<file path="src/rtl/time_date_setter_pkg.sv">
// Shared types and constants for the time/date setter and the decade clock counter:
// field widths, setter state encodings, blink masks, reset date and month-length helper.
package time_date_setter_pkg;

    localparam int unsigned SEC_W   = 6;
    localparam int unsigned MIN_W   = 6;
    localparam int unsigned HOUR_W  = 5;
    localparam int unsigned DAY_W   = 5;
    localparam int unsigned MONTH_W = 4;
    localparam int unsigned YEAR_W  = 14;
    localparam int unsigned ST_W    = 3;

    // Edit states are consecutive so "next field" is state + 1
    localparam logic [ST_W-1:0] ST_IDLE   = 3'd0;
    localparam logic [ST_W-1:0] ST_HOUR   = 3'd1;
    localparam logic [ST_W-1:0] ST_MIN    = 3'd2;
    localparam logic [ST_W-1:0] ST_SEC    = 3'd3;
    localparam logic [ST_W-1:0] ST_DAY    = 3'd4;
    localparam logic [ST_W-1:0] ST_MONTH  = 3'd5;
    localparam logic [ST_W-1:0] ST_YEAR   = 3'd6;
    localparam logic [ST_W-1:0] ST_COMMIT = 3'd7;

    localparam logic [7:0] BLANK_HOUR_DAY  = 8'hC0;
    localparam logic [7:0] BLANK_MIN_MONTH = 8'h30;
    localparam logic [7:0] BLANK_SEC       = 8'h0C;
    localparam logic [7:0] BLANK_YEAR      = 8'h0F;

    localparam int unsigned REPEAT_DELAY_CYCLES  = 25_000_000;
    localparam int unsigned REPEAT_PERIOD_CYCLES = 5_000_000;

    typedef struct packed {
        logic [YEAR_W-1:0]  year;
        logic [MONTH_W-1:0] month;
        logic [DAY_W-1:0]   day;
        logic [HOUR_W-1:0]  hour;
        logic [MIN_W-1:0]   min;
        logic [SEC_W-1:0]   sec;
    } date_time_t;

    localparam date_time_t RESET_DATE_TIME = '{year: 14'd2024, month: 4'd1, day: 5'd1,
                                               hour: 5'd0, min: 6'd0, sec: 6'd0};

    function automatic logic [DAY_W-1:0] days_in_month(input logic [MONTH_W-1:0] month,
                                                       input logic [YEAR_W-1:0]  year);
        logic leap;
        leap = (year[1:0] == 2'b00) &&
               (((year % 14'd100) != 14'd0) || ((year % 14'd400) == 14'd0));
        case (month)
            4'd2:                    return leap ? 5'd29 : 5'd28;
            4'd4, 4'd6, 4'd9, 4'd11: return 5'd30;
            default:                 return 5'd31;
        endcase
    endfunction

    function automatic logic is_edit(input logic [ST_W-1:0] st);
        return (st != ST_IDLE) && (st != ST_COMMIT);
    endfunction

    function automatic logic [7:0] field_blank(input logic [ST_W-1:0] st);
        case (st)
            ST_HOUR, ST_DAY:  return BLANK_HOUR_DAY;
            ST_MIN, ST_MONTH: return BLANK_MIN_MONTH;
            ST_SEC:           return BLANK_SEC;
            ST_YEAR:          return BLANK_YEAR;
            default:          return 8'h00;
        endcase
    endfunction

endpackage

</file>
<file path="src/rtl/time_date_setter_if.sv">
// Setter <-> counter link: live counter values in, shadow values and load/hold strobes out.
interface time_date_setter_if;
    import time_date_setter_pkg::*;

    logic [SEC_W-1:0]   cur_sec;
    logic [MIN_W-1:0]   cur_min;
    logic [HOUR_W-1:0]  cur_hour;
    logic [DAY_W-1:0]   cur_day;
    logic [MONTH_W-1:0] cur_month;
    logic [YEAR_W-1:0]  cur_year;
    logic [SEC_W-1:0]   set_sec;
    logic [MIN_W-1:0]   set_min;
    logic [HOUR_W-1:0]  set_hour;
    logic [DAY_W-1:0]   set_day;
    logic [MONTH_W-1:0] set_month;
    logic [YEAR_W-1:0]  set_year;
    logic               set_load;
    logic               edit_active;

    modport master (
        input  cur_sec, cur_min, cur_hour, cur_day, cur_month, cur_year,
        output set_sec, set_min, set_hour, set_day, set_month, set_year,
        output set_load, edit_active
    );

    modport slave (
        output cur_sec, cur_min, cur_hour, cur_day, cur_month, cur_year,
        input  set_sec, set_min, set_hour, set_day, set_month, set_year,
        input  set_load, edit_active
    );

endinterface

</file>
<file path="src/rtl/time_date_setter_button_conditioner.sv">
// Raw active-low key -> 2-FF sync, debounce, one-cycle press pulse.
// With SETTER_AUTOREPEAT_EN defined, REPEAT_EN instances also repeat while held.
module time_date_setter_button_conditioner
    import time_date_setter_pkg::*;
#(
    parameter int unsigned DEBOUNCE_CYCLES = 1_000_000
`ifdef SETTER_AUTOREPEAT_EN
   ,parameter bit          REPEAT_EN       = 1'b0
`endif
) (
    input  logic clk,
    input  logic rst_n,
    input  logic btn_n,
    output logic press
);

    localparam int unsigned CNT_W = $clog2(DEBOUNCE_CYCLES + 1);

    logic [1:0]       sync_q;
    logic             pressed_sync;
    logic             stable_q, stable_d;
    logic [CNT_W-1:0] cnt_q, cnt_d;
    logic             press_q, press_d;
    logic             rep_fire;

    assign pressed_sync = ~sync_q[1];

    // Accept a new level only after it differed from the accepted one for DEBOUNCE_CYCLES in a row
    always_comb begin
        stable_d = stable_q;
        cnt_d    = '0;
        if (pressed_sync != stable_q) begin
            if (cnt_q == CNT_W'(DEBOUNCE_CYCLES - 1)) begin
                stable_d = pressed_sync;
            end else begin
                cnt_d = cnt_q + CNT_W'(1);
            end
        end
        press_d = (stable_d & ~stable_q) | rep_fire;
    end

    always_ff @(posedge clk or negedge rst_n) begin
        if (!rst_n) begin
            sync_q   <= 2'b11;
            stable_q <= 1'b0;
            cnt_q    <= '0;
            press_q  <= 1'b0;
        end else begin
            sync_q   <= {sync_q[0], btn_n};
            stable_q <= stable_d;
            cnt_q    <= cnt_d;
            press_q  <= press_d;
        end
    end

`ifdef SETTER_AUTOREPEAT_EN
    localparam int unsigned REP_W = $clog2(REPEAT_DELAY_CYCLES + 1);

    logic [REP_W-1:0] rep_cnt_q, rep_cnt_d;
    logic             armed_q, armed_d;

    // First repeat after the long hold delay, then at the shorter period
    always_comb begin
        rep_cnt_d = '0;
        armed_d   = 1'b0;
        rep_fire  = 1'b0;
        if (REPEAT_EN && stable_q && stable_d) begin
            armed_d   = armed_q;
            rep_cnt_d = rep_cnt_q + REP_W'(1);
            if (rep_cnt_q == (armed_q ? REP_W'(REPEAT_PERIOD_CYCLES - 1)
                                      : REP_W'(REPEAT_DELAY_CYCLES - 1))) begin
                rep_cnt_d = '0;
                armed_d   = 1'b1;
                rep_fire  = 1'b1;
            end
        end
    end

    always_ff @(posedge clk or negedge rst_n) begin
        if (!rst_n) begin
            rep_cnt_q <= '0;
            armed_q   <= 1'b0;
        end else begin
            rep_cnt_q <= rep_cnt_d;
            armed_q   <= armed_d;
        end
    end
`else
    assign rep_fire = 1'b0;
`endif

    assign press = press_q;

endmodule

</file>
<file path="src/rtl/time_date_setter.sv">
// Button-driven time/date editor: edits a shadow copy field by field and commits it with a one-cycle load.
// Optional build macro SETTER_AUTOREPEAT_EN enables hold-to-repeat on the increase/decrease keys.
module time_date_setter
    import time_date_setter_pkg::*;
#(
    parameter int unsigned DEBOUNCE_CYCLES = 1_000_000,
    parameter int unsigned BLINK_CYCLES    = 12_500_000,
    parameter int unsigned TIMEOUT_CYCLES  = 500_000_000,
    parameter int unsigned YEAR_MIN        = 2000,
    parameter int unsigned YEAR_MAX        = 2099
) (
    input  logic                clk,
    input  logic                rst_n,
    input  logic                butt_increase,
    input  logic                butt_decrease,
    input  logic                butt_change,
    time_date_setter_if.master  tdif,
    output logic                disp_date,
    output logic [7:0]          blank_mask
);

    localparam int unsigned TMO_W = $clog2(TIMEOUT_CYCLES + 1);
    localparam int unsigned BLK_W = $clog2(BLINK_CYCLES + 1);
    localparam logic [YEAR_W-1:0] YR_MIN = YEAR_W'(YEAR_MIN);
    localparam logic [YEAR_W-1:0] YR_MAX = YEAR_W'(YEAR_MAX);

    logic inc_ev, dec_ev, chg_ev;

    time_date_setter_button_conditioner #(
        .DEBOUNCE_CYCLES(DEBOUNCE_CYCLES)
`ifdef SETTER_AUTOREPEAT_EN
       ,.REPEAT_EN      (1'b1)
`endif
    ) u_inc (.clk(clk), .rst_n(rst_n), .btn_n(butt_increase), .press(inc_ev));

    time_date_setter_button_conditioner #(
        .DEBOUNCE_CYCLES(DEBOUNCE_CYCLES)
`ifdef SETTER_AUTOREPEAT_EN
       ,.REPEAT_EN      (1'b1)
`endif
    ) u_dec (.clk(clk), .rst_n(rst_n), .btn_n(butt_decrease), .press(dec_ev));

    time_date_setter_button_conditioner #(
        .DEBOUNCE_CYCLES(DEBOUNCE_CYCLES)
    ) u_chg (.clk(clk), .rst_n(rst_n), .btn_n(butt_change), .press(chg_ev));

    logic [ST_W-1:0]  state_q, state_d;
    date_time_t       shadow_q, shadow_d;
    logic [TMO_W-1:0] tmo_q, tmo_d;
    logic [BLK_W-1:0] blink_cnt_q, blink_cnt_d;
    logic             phase_q, phase_d;
    logic             set_load_q, set_load_d;
    logic             edit_active_q, edit_active_d;
    logic             disp_date_q, disp_date_d;
    logic [7:0]       blank_mask_q, blank_mask_d;
    logic             any_ev, step_up, step_dn, restart;
    logic [DAY_W-1:0] dim_cur, dim_new;

    always_comb begin
        state_d     = state_q;
        shadow_d    = shadow_q;
        tmo_d       = tmo_q;
        blink_cnt_d = blink_cnt_q;
        phase_d     = phase_q;
        any_ev      = inc_ev | dec_ev | chg_ev;
        step_up     = inc_ev & ~dec_ev;
        step_dn     = dec_ev & ~inc_ev;
        dim_cur     = days_in_month(shadow_q.month, shadow_q.year);

        case (state_q)
            ST_IDLE: begin
                if (chg_ev) begin
                    state_d  = ST_HOUR;
                    shadow_d = '{year: tdif.cur_year, month: tdif.cur_month, day: tdif.cur_day,
                                 hour: tdif.cur_hour, min: tdif.cur_min, sec: tdif.cur_sec};
                end
            end
            ST_COMMIT: state_d = ST_IDLE;
            default: begin
                if (chg_ev) begin
                    state_d = state_q + ST_W'(1);
                end else if (step_up || step_dn) begin
                    case (state_q)
                        ST_HOUR: shadow_d.hour = step_up
                            ? ((shadow_q.hour >= 5'd23) ? 5'd0  : shadow_q.hour + 5'd1)
                            : ((shadow_q.hour == 5'd0)  ? 5'd23 : shadow_q.hour - 5'd1);
                        ST_MIN: shadow_d.min = step_up
                            ? ((shadow_q.min >= 6'd59) ? 6'd0  : shadow_q.min + 6'd1)
                            : ((shadow_q.min == 6'd0)  ? 6'd59 : shadow_q.min - 6'd1);
                        ST_SEC: shadow_d.sec = step_up
                            ? ((shadow_q.sec >= 6'd59) ? 6'd0  : shadow_q.sec + 6'd1)
                            : ((shadow_q.sec == 6'd0)  ? 6'd59 : shadow_q.sec - 6'd1);
                        ST_DAY: shadow_d.day = step_up
                            ? ((shadow_q.day >= dim_cur) ? 5'd1    : shadow_q.day + 5'd1)
                            : ((shadow_q.day <= 5'd1)    ? dim_cur : shadow_q.day - 5'd1);
                        ST_MONTH: shadow_d.month = step_up
                            ? ((shadow_q.month >= 4'd12) ? 4'd1  : shadow_q.month + 4'd1)
                            : ((shadow_q.month <= 4'd1)  ? 4'd12 : shadow_q.month - 4'd1);
                        default: shadow_d.year = step_up
                            ? ((shadow_q.year >= YR_MAX) ? YR_MIN : shadow_q.year + 14'd1)
                            : ((shadow_q.year <= YR_MIN) ? YR_MAX : shadow_q.year - 14'd1);
                    endcase
                end else if (!any_ev && (tmo_q == TMO_W'(TIMEOUT_CYCLES - 1))) begin
                    state_d = ST_IDLE;
                end
            end
        endcase

        // Month/year edits pull the day back into the new month's range in the same update
        dim_new = days_in_month(shadow_d.month, shadow_d.year);
        if ((state_q == ST_MONTH || state_q == ST_YEAR) && (shadow_d.day > dim_new)) begin
            shadow_d.day = dim_new;
        end

        restart = (state_d != state_q) || any_ev || !is_edit(state_d);
        if (restart) begin
            tmo_d       = '0;
            blink_cnt_d = '0;
            phase_d     = 1'b0;
        end else begin
            tmo_d = tmo_q + TMO_W'(1);
            if (blink_cnt_q == BLK_W'(BLINK_CYCLES - 1)) begin
                blink_cnt_d = '0;
                phase_d     = ~phase_q;
            end else begin
                blink_cnt_d = blink_cnt_q + BLK_W'(1);
            end
        end

        set_load_d    = (state_d == ST_COMMIT);
        edit_active_d = is_edit(state_d);
        disp_date_d   = (state_d == ST_DAY) || (state_d == ST_MONTH) || (state_d == ST_YEAR);
        blank_mask_d  = phase_d ? field_blank(state_d) : 8'h00;
    end

    always_ff @(posedge clk or negedge rst_n) begin
        if (!rst_n) begin
            state_q       <= ST_IDLE;
            shadow_q      <= RESET_DATE_TIME;
            tmo_q         <= '0;
            blink_cnt_q   <= '0;
            phase_q       <= 1'b0;
            set_load_q    <= 1'b0;
            edit_active_q <= 1'b0;
            disp_date_q   <= 1'b0;
            blank_mask_q  <= 8'h00;
        end else begin
            state_q       <= state_d;
            shadow_q      <= shadow_d;
            tmo_q         <= tmo_d;
            blink_cnt_q   <= blink_cnt_d;
            phase_q       <= phase_d;
            set_load_q    <= set_load_d;
            edit_active_q <= edit_active_d;
            disp_date_q   <= disp_date_d;
            blank_mask_q  <= blank_mask_d;
        end
    end

    assign tdif.set_sec     = shadow_q.sec;
    assign tdif.set_min     = shadow_q.min;
    assign tdif.set_hour    = shadow_q.hour;
    assign tdif.set_day     = shadow_q.day;
    assign tdif.set_month   = shadow_q.month;
    assign tdif.set_year    = shadow_q.year;
    assign tdif.set_load    = set_load_q;
    assign tdif.edit_active = edit_active_q;
    assign disp_date        = disp_date_q;
    assign blank_mask       = blank_mask_q;

endmodule

</file>
<file path="src/flat_wrapper.sv">
// flat-port wrapper written by rule: the top's interface ports become plain ports
module time_date_setter_flat import time_date_setter_pkg::*;
#(
    parameter int unsigned DEBOUNCE_CYCLES = 1_000_000,
    parameter int unsigned BLINK_CYCLES    = 12_500_000,
    parameter int unsigned TIMEOUT_CYCLES  = 500_000_000,
    parameter int unsigned YEAR_MIN        = 2000,
    parameter int unsigned YEAR_MAX        = 2099
)
  (clk, rst_n, butt_increase, butt_decrease, butt_change, disp_date, blank_mask, tdif_cur_sec, tdif_cur_min, tdif_cur_hour, tdif_cur_day, tdif_cur_month, tdif_cur_year, tdif_set_sec, tdif_set_min, tdif_set_hour, tdif_set_day, tdif_set_month, tdif_set_year, tdif_set_load, tdif_edit_active);
  time_date_setter_if tdif_i ();
  input  logic clk;
  input  logic rst_n;
  input  logic butt_increase;
  input  logic butt_decrease;
  input  logic butt_change;
  output logic disp_date;
  output logic [7:0] blank_mask;
  input wire logic [$bits(tdif_i.cur_sec)-1:0] tdif_cur_sec;
  input wire logic [$bits(tdif_i.cur_min)-1:0] tdif_cur_min;
  input wire logic [$bits(tdif_i.cur_hour)-1:0] tdif_cur_hour;
  input wire logic [$bits(tdif_i.cur_day)-1:0] tdif_cur_day;
  input wire logic [$bits(tdif_i.cur_month)-1:0] tdif_cur_month;
  input wire logic [$bits(tdif_i.cur_year)-1:0] tdif_cur_year;
  output wire logic [$bits(tdif_i.set_sec)-1:0] tdif_set_sec;
  output wire logic [$bits(tdif_i.set_min)-1:0] tdif_set_min;
  output wire logic [$bits(tdif_i.set_hour)-1:0] tdif_set_hour;
  output wire logic [$bits(tdif_i.set_day)-1:0] tdif_set_day;
  output wire logic [$bits(tdif_i.set_month)-1:0] tdif_set_month;
  output wire logic [$bits(tdif_i.set_year)-1:0] tdif_set_year;
  output wire logic [$bits(tdif_i.set_load)-1:0] tdif_set_load;
  output wire logic [$bits(tdif_i.edit_active)-1:0] tdif_edit_active;
  assign tdif_i.cur_sec = tdif_cur_sec;
  assign tdif_i.cur_min = tdif_cur_min;
  assign tdif_i.cur_hour = tdif_cur_hour;
  assign tdif_i.cur_day = tdif_cur_day;
  assign tdif_i.cur_month = tdif_cur_month;
  assign tdif_i.cur_year = tdif_cur_year;
  assign tdif_set_sec = tdif_i.set_sec;
  assign tdif_set_min = tdif_i.set_min;
  assign tdif_set_hour = tdif_i.set_hour;
  assign tdif_set_day = tdif_i.set_day;
  assign tdif_set_month = tdif_i.set_month;
  assign tdif_set_year = tdif_i.set_year;
  assign tdif_set_load = tdif_i.set_load;
  assign tdif_edit_active = tdif_i.edit_active;
  time_date_setter #(.DEBOUNCE_CYCLES(DEBOUNCE_CYCLES), .BLINK_CYCLES(BLINK_CYCLES), .TIMEOUT_CYCLES(TIMEOUT_CYCLES), .YEAR_MIN(YEAR_MIN), .YEAR_MAX(YEAR_MAX)) u_core (.clk(clk), .rst_n(rst_n), .butt_increase(butt_increase), .butt_decrease(butt_decrease), .butt_change(butt_change), .tdif(tdif_i), .disp_date(disp_date), .blank_mask(blank_mask));
endmodule
</file>
<file path="config.mk">
export PLATFORM = sky130hd
export DESIGN_NAME = time_date_setter_flat
export DESIGN_NICKNAME = d
export VERILOG_FILES = /design/src/rtl/time_date_setter_pkg.sv /design/src/rtl/time_date_setter_if.sv /design/src/rtl/time_date_setter_button_conditioner.sv /design/src/rtl/time_date_setter.sv /design/src/flat_wrapper.sv
export SDC_FILE = /design/constraint.sdc
export NUM_CORES = 1
export LEC_CHECK = 0
export BUFFER_PORTS_ARGS = -buffer_cell sky130_fd_sc_hd__buf_4
export CAP_MARGIN = 20
export CORE_UTILIZATION = 45
export DETAILED_ROUTE_END_ITERATION = 7
export SETUP_SLACK_MARGIN = 0.05
export SLEW_MARGIN = 20
export SYNTH_ARGS = -nofsm -noshare
export SYNTH_HDL_FRONTEND = slang
export SYNTH_SLANG_ARGS = --single-unit
</file>
<file path="constraint.sdc">
create_clock -name clk -period 9.63 [get_ports clk]
set_clock_uncertainty 0.15 [all_clocks]
set_input_delay 0 -clock clk [delete_from_list [all_inputs] [get_ports clk]]
set_output_delay 0 -clock clk [all_outputs]
set_load 0.01 [all_outputs]
</file>
==> reports/qor.yml, run 1 <==
worstSetupPathDepth: 35
clk_latency_ns: 0.44
critPathTopFamily: "compound AO/OA/AOI/OAI gates"
port_buffers: 95
arrival_ns: 9.26
clk_path_buf_depth: 2
async_flop_share_pct: 100
cp_slowest_stage_delay_ns: 0.46
antenna_left: 0
required_ns: 9.82
tightest_slew_ns: 1.01
rsz0062_at_grt: "false"
ys_seq_area_share_pct: 32.1
critPathBufInv: 1
cts_tree: "yes"
synth-adder-area-share_pct: 3.47
cts.sink_count: 176
grt_use_total_pct: 24.0
dr.pass1.iters: 5
antenna_found_initial: 0
synth_top_family_by_area: "simple AND/OR/NAND/NOR gates"
hold_violations: 0
diodes: 0
yosys.area_share.simple_pct: 27.0
die_w_um: 177
die_y_um: 177
num_rows: 63
max_freq_mhz: 110
final_nets: 1890
final_cells: 2213
h-tree-depth: 4
path_clk_slew_ns: 0.08
cpMaxStageDelayCell: "dfrtp_2"
drc: 0
hold_class: "input pin to register"
ys_types: 114
min_period_ns: 9.07
grt_overflow: 0
cts_inserted_buffers: 17
netlist_area_um2: 13800
end_kind: "register"
drive_gt1_share_pct: 18.3
p_leak_nw: 6.65
fin_tns_setup_ns: 0
peakVddDrop_mv: 0.127
startpoint_type: "register"
drv_slew: 0
p_per_area_nw_per_um2: 94.1
cts-root-buf: "clkbuf_16"
dieArea_um2: 31400
area_growth_pct: 18.8
p_total_w: 0.00154
drtIter0Drc: 857
core-area_um2: 29900
synth_ff_type: "dfrtp_1"
worst-setup-path-type: "register to register"
syn_inst: 1691
first_global_vias: 12200
syn_nets: 1771
syn_area_per_cell_um2: 8.16
hold_slack_ns: 0.0508
post-place-cells: 2128
grt_first_pass_wirelength_mm: 61.6
synth-seq-cells: 176
synth_compound_area_share_pct: 21.6
synth_xor_area_share_pct: 9.50
grt_max_degree: 109
slew_headroom_pct: 32.4
synth-edff-count: 0
period_share_pct: 94.2
vias: 13100
start_util_pct: 46.2
drt-total-wl_mm: 38.3
status: "completed"
wl_per_cell_um: 17.3
hold_depth: 2
muxShareOfSynthArea_pct: 1.74
drv_cap: 0
place_congestion: 0.936
crit_fanout: 6
synth_warnings: 0
setup_viol: 0
ioPinCount: 96
worst_path_most_repeated_cell: "ha_1"
fillers: 2805
hpwl_mm: 26.7
rr_worst_depth: 35
vias_per_cell: 5.91
==> sequential cells by signal, summed over array words and instances, names as in the netlist, 4 cells and up <==
signal                 count
u_core.tdif.set_year      14
u_core.tdif.set_sec        6
u_core.tmo_q              29
u_core.tdif.set_min        6
u_core.blink_cnt_q        24
u_core.u_inc.cnt_q        20
u_core.blank_mask          4
u_core.tdif.set_month      4
u_core.tdif.set_day        5
u_core.tdif.set_hour       5
u_core.u_dec.cnt_q        20
u_core.u_chg.cnt_q        20
==> layout by cell type (no fill, tap or decap), types with 17 or more instances in the layout <==
| cell type | synthesis | routed |
|---|---|---|
| nor2_1 | 241 | 238 |
| buf_4 | 7 | 164 |
| dfrtp_1 | 161 | 157 |
| nand2_1 | 145 | 144 |
| nand3_1 | 91 | 89 |
| a21oi_1 | 82 | 78 |
| xnor2_1 | 78 | 76 |
| o21ai_0 | 69 | 66 |
| xor2_1 | 66 | 65 |
| nor3_1 | 50 | 49 |
| inv_1 | 48 | 47 |
| and3_1 | 45 | 44 |
| ha_1 | 35 | 34 |
| dlygate4sd3_1 | 0 | 33 |
| nand4_1 | 26 | 26 |
| or3_1 | 25 | 24 |
| nor4_1 | 24 | 23 |
| o211ai_1 | 21 | 21 |
| clkbuf_16 | 0 | 17 |
==> cells in the mapped netlist (all sizes together) (8+ instances only) <==
cell type | n | area share, %
or3 | 26 | 1.2
dfstp | 15 | 2.9
a32oi | 9 | 0.57
nand3 | 91 | 3.3
or2 | 16 | 0.73
a21oi | 86 | 3.2
nor3 | 53 | 2.0
a221oi | 9 | 0.57
inv | 50 | 1.4
dfrtp | 161 | 29
nand4 | 27 | 1.3
ha | 35 | 3.2
xnor2 | 80 | 5.2
buf | 38 | 1.6
mux2i | 16 | 1.3
xor2 | 67 | 4.3
and2 | 13 | 0.61
and3 | 45 | 2.0
nor4b | 8 | 0.60
o31ai | 21 | 1.3
a22oi | 16 | 0.87
o22ai | 11 | 0.50
o21ai | 77 | 2.8
clkbuf | 60 | 1.6
nand2b | 12 | 0.54
o211ai | 21 | 1.1
a31oi | 17 | 0.88
nor4 | 27 | 1.5
nand2 | 145 | 3.9
a211oi | 22 | 1.4
nor2 | 244 | 6.7
or4 | 9 | 0.52
==> final timing paths <==
check                                         from                     end  slack, ns
min in group asynchronous                    rst_n  u_core.u_chg.cnt_q[16]       0.09
hold / removal                       butt_increase  u_core.u_inc.sync_q[0]       0.05
max in group asynchronous                    rst_n  u_core.u_inc.cnt_q[14]       7.83
setup / recovery           u_core.tdif.set_year[1]  u_core.tdif.set_day[0]       0.56
setup reg to reg           u_core.tdif.set_year[1]  u_core.tdif.set_day[0]       0.56
hold reg to reg             u_core.u_dec.sync_q[0]  u_core.u_dec.sync_q[1]       0.21
==> power breakdown <==
group | leakage [nW] | internal (W) | total (W) | switching (W)
Combinational | 4.03 | 0.0000239 | 0.0000517 | 0.0000279
Sequential | 2.32 | 0.000744 | 0.000747 | 0.00000375
Clock | 0.307 | 0.000381 | 0.000743 | 0.000362
Total | 6.65 | 0.00115 | 0.00154 | 0.000394
==> metal layers <==
layer  track usage, %  vias to the layer above  wire (um)
met5                0                        -          0
met4             7.51                        0        706
met3             2.84                       61       1660
met2             39.5                      366      18100
met1             32.8                     6279      17800
li1                 -                     6379          -
==> stage by stage <==
step	worst slack (ns)	area (um^2)	util (%)
global route	0.00287	16400	54.9
CTS	0.0501	15900	53.3
detailed placement	-0.123	14900	50.0
finish	0.560	16400	54.9
floorplan	1.07	13800	-
global placement	-0.0420	14900	50.0
==> cell families (layout without fill, tap and decap cells) <==
kind of cell	count (synthesis)	count (layout)
and+or+nand+nor	748	748
AOI/OAI and AO/OA	408	408
DFF	176	176
buffers and inverters	151	283
xor gates and xnor gates	147	147
adders and majority gates	39	39
muxes	22	22
==> final cells by class <==
class | count | area [um^2] | share of cell area (%)
Multi-Input combinational cell | 1364 | 9040 | 55.1
Inverter | 53 | 203 | 1.24
Clock inverter | 15 | 211 | 1.29
Timing Repair Buffer | 198 | 1580 | 9.61
Tap cell | 390 | 488 | 2.98
Clock buffer | 17 | 425 | 2.60
Sequential cell | 176 | 4450 | 27.1
==> repair_timing <==
action,4_1_cts,5_1_grt
setup endpoints to repair,1,2
hold buffers,33,0
endpoints found under the hold margin,128,0
setup buffers,0,20
pin swaps,1,11
resized for setup,2,75
No activity file was read; power rests on OpenSTA's default activity.
==> run 2, diff against run 1 <==
PLACE_DENSITY_LB_ADDON = 0.25   (was not set)
==> run 2 against run 1 <==
Net effect:
- power is 0.48% lower
- register-to-register slack got worse by 0.19 ns
- hold slack lost 0.010 ns
- cell area fell by 0.39%
- die area did not move
- fmax decreased by 2.1%
- critical path type unchanged
- largest power group unchanged
- count of clock-buffer cells in the layout up 1
==> reports/qor.yml, run 2 (synthesis gave the netlist of run 1 again) <==
antenna_found_initial: 1  # +1
core-area_um2: 29900  # unchanged
area_growth_pct: 18.3
grt_use_total_pct: 24.2  # +0.19 points
hold_depth: 5  # +3
drv_cap: 0  # unchanged
top_regs: "u_core.tmo_q: 29 flops, u_core.blink_cnt_q: 24 flops"
cts_inserted_buffers: 17  # unchanged
die_y_um: 177  # unchanged
seq_power_share_pct: 48.7  # +0.2 points
clk_latency_ns: 0.44  # about the same
cts_tree: "yes"
peakVddDrop_mv: 0.117  # -8.1%
layout_commonest_cell: "nor2_1"
hold_violations: 0  # unchanged
place_congestion: 1.01  # +7.8%
hpwl_mm: 26.9  # +0.79%
ff2ff_setup_slack_ns: 0.37  # -0.19 ns
swShare_pct: 24.0  # -1.5 points
drv_slew: 0  # unchanged
start_util_pct: 46.2  # unchanged
p_comb_share_pct: 3.4  # about the same
grt_max_degree: 106  # -2.8%
die_w_um: 177  # unchanged
hold_slack_ns: 0.0406  # -0.0103 ns
path_clk_slew_ns: 0.08  # about the same
slew_headroom_pct: 25.7  # -6.7 points
intPower_w: 0.00117  # +1.6%
p_per_area_nw_per_um2: 94.0  # about the same
grt_overflow: 0  # unchanged
setup_viol: 0  # unchanged
largest_reg_flops: 29  # unchanged
startpoint_type: "register"
h-tree-depth: 4  # unchanged
cts-root-buf: "clkbuf_16"
tightest_slew_ns: 1.11  # +0.101 ns
largest-register: "u_core.tmo_q"
num_rows: 63  # unchanged
cpMaxStageDelayCell: "dfstp_4"
pre_cts_slack_ns: -0.0870  # +0.0363 ns
cp_slowest_stage_delay_ns: 0.75  # +0.29 ns
required_ns: 9.82  # about the same
dieArea_um2: 31400  # unchanged
wl_per_cell_um: 17.4  # +0.35%
layout_setup_ws_ns: 0.370  # -0.190 ns
final_nets: 1891  # +0.053%
drc: 0  # unchanged
p_leak_nw: 6.64  # -0.19%
layout_common_cells: "nor2_1 (239), buf_4 (164), dfrtp_1 (156)"
period_share_pct: 96.2  # +2.0 points
hold_class: "input pin to register"
max_freq_mhz: 108  # -2.1%
final_cells: 2215  # +0.090%
power.switching_w: 0.000368  # -6.5%
rr_startpoint: "u_core.tdif.set_year[9]"
grt_first_pass_wirelength_mm: 62.1  # +0.82%
end_kind: "register"
fin_util_pct: 54.6  # -0.21 points
post-place-cells: 2129  # +0.047%
vias_per_cell: 6.01  # +1.7%
ioPinCount: 96  # unchanged
crit_fanout: 18  # +12
first_global_vias: 12500  # +2.5%
rr_endpoint: "u_core.tdif.set_day[0]"
vias: 13300  # +1.8%
timing.critical_path.to: "u_core.tdif.set_day[0]"
status: "completed"
cts.sink_count: 176  # unchanged
power_frac_clock_pct: 47.9  # -0.3 points
min_period_ns: 9.26  # +0.190 ns
dr.pass1.iters: 7  # +2
antenna_left: 0  # unchanged
port_buffers: 95  # unchanged
fillers: 2767  # -1.4%
drive_gt1_share_pct: 17.7  # -0.61 points
worst-setup-path-type: "register to register"
cp-startpoint: "u_core.tdif.set_year[9]"
rr_worst_depth: 34  # -2.9%
drtIter0Drc: 1044  # +22%
drt-total-wl_mm: 38.4  # +0.44%
arrival_ns: 9.45  # +0.19 ns
clk_path_buf_depth: 2  # unchanged
run 2: per-layer routing:
| layer | wire, um | track usage [%] | vias up |
|---|---|---|---|
| li1 | - | - | 6388 |
| met1 | 17100 | 32.2 | 6396 |
| met2 | 18000 | 39.3 | 455 |
| met3 | 2270 | 3.57 | 83 |
| met4 | 1120 | 9.91 | 0 |
| met5 | 0 | 0 | - |
run 2: metrics by stage:
| step | cell area, um^2 | total power (W) | setup TNS (ns) |
|---|---|---|---|
| global route | 16300 | 0.00159 | -0.00198 |
| floorplan | 13800 | 0.000769 | 0 |
| finish | 16300 | 0.00154 | 0 |
| detailed placement | 14900 | 0.000804 | -0.0870 |
| CTS | 15900 | 0.00155 | 0 |
| global placement | 14900 | 0.000804 | 0 |
run 2: how the worst min path moves through the flow:
| stage | endpoint | startpoint | slack, ns |
|---|---|---|---|
| detailed placement | u_core.u_inc.sync_q[0] | butt_increase | -0.04 |
| CTS | u_core.tdif.set_year[7] | tdif_cur_year[7] | 0.04 |
| finish | u_core.tdif.set_year[13] | tdif_cur_year[13] | 0.04 |
| global route | u_core.tdif.set_year[13] | tdif_cur_year[13] | 0.05 |
| global placement | u_core.u_dec.sync_q[0] | butt_decrease | -0.04 |
| floorplan | u_core.blank_mask[1] | rst_n | -0.45 |
run 2: worst max-delay path: cells and delay by family, from the launching register on:
family	cells	cell delay, ns
muxes	1	0.15
and+or+nand+nor	12	3.24
adders and majority gates	3	0.83
xor gates and xnor gates	1	0.24
DFF	1	0.75
buffers and inverters	1	0.16
AOI/OAI and AO/OA	16	3.66
run 2: layout make-up:
type,count,area [um^2],share of cell area (%)
tap,390,488,2.99
clock inverter,14,190,1.17
clock buffer,18,429,2.63
multi-input combinational,1364,8980,55.0
antenna,1,2.50,0.0153
sequential,176,4440,27.2
inverter,53,203,1.24
timing repair buffer,199,1580,9.70
run 2: timing repair:
item | CTS | global route
endpoints found under the setup margin | 1 | 2
resized for setup | 2 | 61
buffers inserted | 1 | 18
hold buffers | 34 | 0
pin swaps | 1 | 7
endpoints found under the hold margin | 133 | 0
run 2: power groups by stage:
stage	registers, W	clock network, W	logic, W
final	0.000748	0.000735	0.0000523
after global routing	0.000748	0.000778	0.0000584
after CTS	0.000748	0.000752	0.0000534
after detailed placement	0.000762	0	0.0000421
after global placement	0.000762	0	0.0000421
after floorplan	0.000761	0	0.00000788
==> run 3, diff against run 2 <==
--- a/config.mk
+++ b/config.mk
@@ -9,5 +9,5 @@
 export CAP_MARGIN = 20
-export CORE_UTILIZATION = 45
+export CORE_UTILIZATION = 50
 export DETAILED_ROUTE_END_ITERATION = 7
-export PLACE_DENSITY_LB_ADDON = 0.25
+export PLACE_DENSITY = 0.76
 export SETUP_SLACK_MARGIN = 0.05
--- a/constraint.sdc
+++ b/constraint.sdc
@@ -4,2 +4,2 @@
 set_output_delay 0 -clock clk [all_outputs]
-set_load 0.01 [all_outputs]
+set_load 0.05 [all_outputs]
==> run 3 against run 2 <==
Net effect:
- hold slack better by 0.033 ns
- sequential cell count did not move
- global-route usage increased by 2.3 points
- register-to-register slack improved by 0.07 ns
- critical path type unchanged
- highest routed layer unchanged
==> reports/qor.yml, run 3 (synthesis gave the netlist of run 1 again) <==
grt_overflow: 0  # unchanged
num_rows: 60  # -4.8%
largest-register: "u_core.tmo_q"
drt-total-wl_mm: 38.4  # about the same
startpoint_type: "register"
worst-setup-path-type: "register to register"
die_y_um: 168  # -5.1%
crit_fanout: 11  # -7
regArea_um2: 4450  # +0.14%
cp_slowest_stage_delay_ns: 0.72  # -0.03 ns
drtIter0Drc: 1268  # +21%
clk_latency_ns: 0.43  # about the same
antenna_left: 0  # unchanged
cts.sink_count: 176  # unchanged
multi_input_area_um2: 9120  # +1.5%
hpwl_mm: 26.7  # -0.77%
fillers: 2293  # -17%
cts-root-buf: "clkbuf_16"
cts_inserted_buffers: 17  # unchanged
antenna_found_initial: 0  # -1
area_growth_pct: 18.8
final_nets: 1891  # unchanged
required_ns: 9.81  # about the same
hold_class: "input pin to register"
dr.pass1.iters: 6  # -1
critPathBufInv: 3  # +2
arrival_ns: 9.38  # -0.07 ns
top_regs: "u_core.tmo_q: 29 flops, u_core.blink_cnt_q: 24 flops"
layout_commonest_cell: "nor2_1"
max_freq_mhz: 109  # +0.76%
vias_per_cell: 6.23  # +3.5%
critPathTopFamily: "compound AO/OA/AOI/OAI gates"
drv_slew: 0  # unchanged
h-tree-depth: 4  # unchanged
fin_tns_setup_ns: 0  # unchanged
clk_path_buf_depth: 2  # unchanged
grt_max_degree: 120  # +13%
layout_common_cells: "nor2_1 (237), buf_4 (165), dfrtp_1 (156)"
p_per_area_nw_per_um2: 92.1  # -2.0%
fin_util_pct: 60.6  # +6.0 points
die_w_um: 168  # -5.1%
diodes: 0  # -1
drc: 0  # unchanged
wl_per_cell_um: 17.7  # +2.3%
period_share_pct: 95.4  # -0.73 points
drive_gt1_share_pct: 18.6  # +0.93 points
slew_headroom_pct: 35.2  # +9.5 points
drv_cap: 0  # unchanged
setup_viol: 0  # unchanged
port_buffers: 95  # unchanged
peakVddDrop_mv: 0.107  # -8.4%
core-area_um2: 27000  # -9.5%
dieArea_um2: 28300  # -9.9%
tightest_slew_ns: 0.972  # -0.142 ns
min_period_ns: 9.19  # -0.0700 ns
hold_violations: 0  # unchanged
grt_first_pass_wirelength_mm: 61.5  # -0.99%
ioPinCount: 96  # unchanged
cts_tree: "yes"
largest_reg_flops: 29  # unchanged
place_congestion: 1.00  # -0.82%
start_util_pct: 51.0  # +4.9 points
grt_use_total_pct: 26.5  # +2.3 points
path_clk_slew_ns: 0.07  # about the same
vias: 13500  # +1.2%
p_leak_nw: 6.68  # +0.59%
first_global_vias: 12300  # -1.9%
cpMaxStageDelayCell: "dfstp_2"
status: "completed"
hold_slack_ns: 0.0737  # +0.0331 ns
end_kind: "register"
## run 3: what timing repair did
action                                  CTS  global route
endpoints found under the setup margin    1             2
pin swaps                                 0            16
buffers inserted                          0            25
hold buffers                             33             0
gates resized for setup                   3            86
endpoints found under the hold margin   137             0
## run 3: layout make-up
cell class              count  area share, %
clock buffers              21           2.81
clock inverters            11          0.855
inverters                  53           1.26
multi-input cells        1364           55.6
flip-flops and latches    176           27.2
well taps                 341           2.60
repair buffers            199           9.66
## run 3: layer usage
metal,track usage [%],part of all wire [%],vias up
met5,0,0,-
met4,9.64,3.2,0
met1,35.7,43,6386
met2,43.6,47,598
li1,-,-,6380
met3,3.78,7.1,115
## run 3: path summary, 6_finish.rpt
kind | start | to | slack [ns] | cells past startpoint
min in group asynchronous | rst_n | u_core.u_dec.cnt_q[16] | 0.10 | 2
max | u_core.tdif.set_year[6] | u_core.tdif.set_day[0] | 0.44 | 35
min | tdif_cur_year[7] | u_core.tdif.set_year[7] | 0.07 | 5
max reg2reg | u_core.tdif.set_year[6] | u_core.tdif.set_day[0] | 0.44 | 35
max in group asynchronous | rst_n | u_core.tdif.set_month[1] | 7.83 | 3
min reg2reg | u_core.u_inc.sync_q[0] | u_core.u_inc.sync_q[1] | 0.20 | 0
## run 3: report_power, final
part	leakage (nW)	total (W)	switching, W	internal [W]
clock network	0.297	0.000710	0.000306	0.000404
registers	2.31	0.000748	0.00000378	0.000744
logic	4.06	0.0000515	0.0000276	0.0000239
## run 3: metrics by stage
step / instances / instance area (um^2) / setup WS (ns) / power (W)
after global routing: 2165 / 16400 / -0.0938 / 0.00156
after global placement: 2075 / 14800 / 0.0290 / 0.000803
after detailed placement: 2075 / 14800 / -0.0443 / 0.000804
final: 2165 / 16400 / 0.440 / 0.00151
after floorplan: 1691 / 13800 / 0.810 / 0.000769
after CTS: 2140 / 15800 / 0.0732 / 0.00152
## run 3: worst min-delay path, stage by stage
cell and delay [ns]:
buf_4 0.10, o21ai_0 0.08, nand2b_1 0.10, o221ai_1 0.17, clkinv_1 0.15
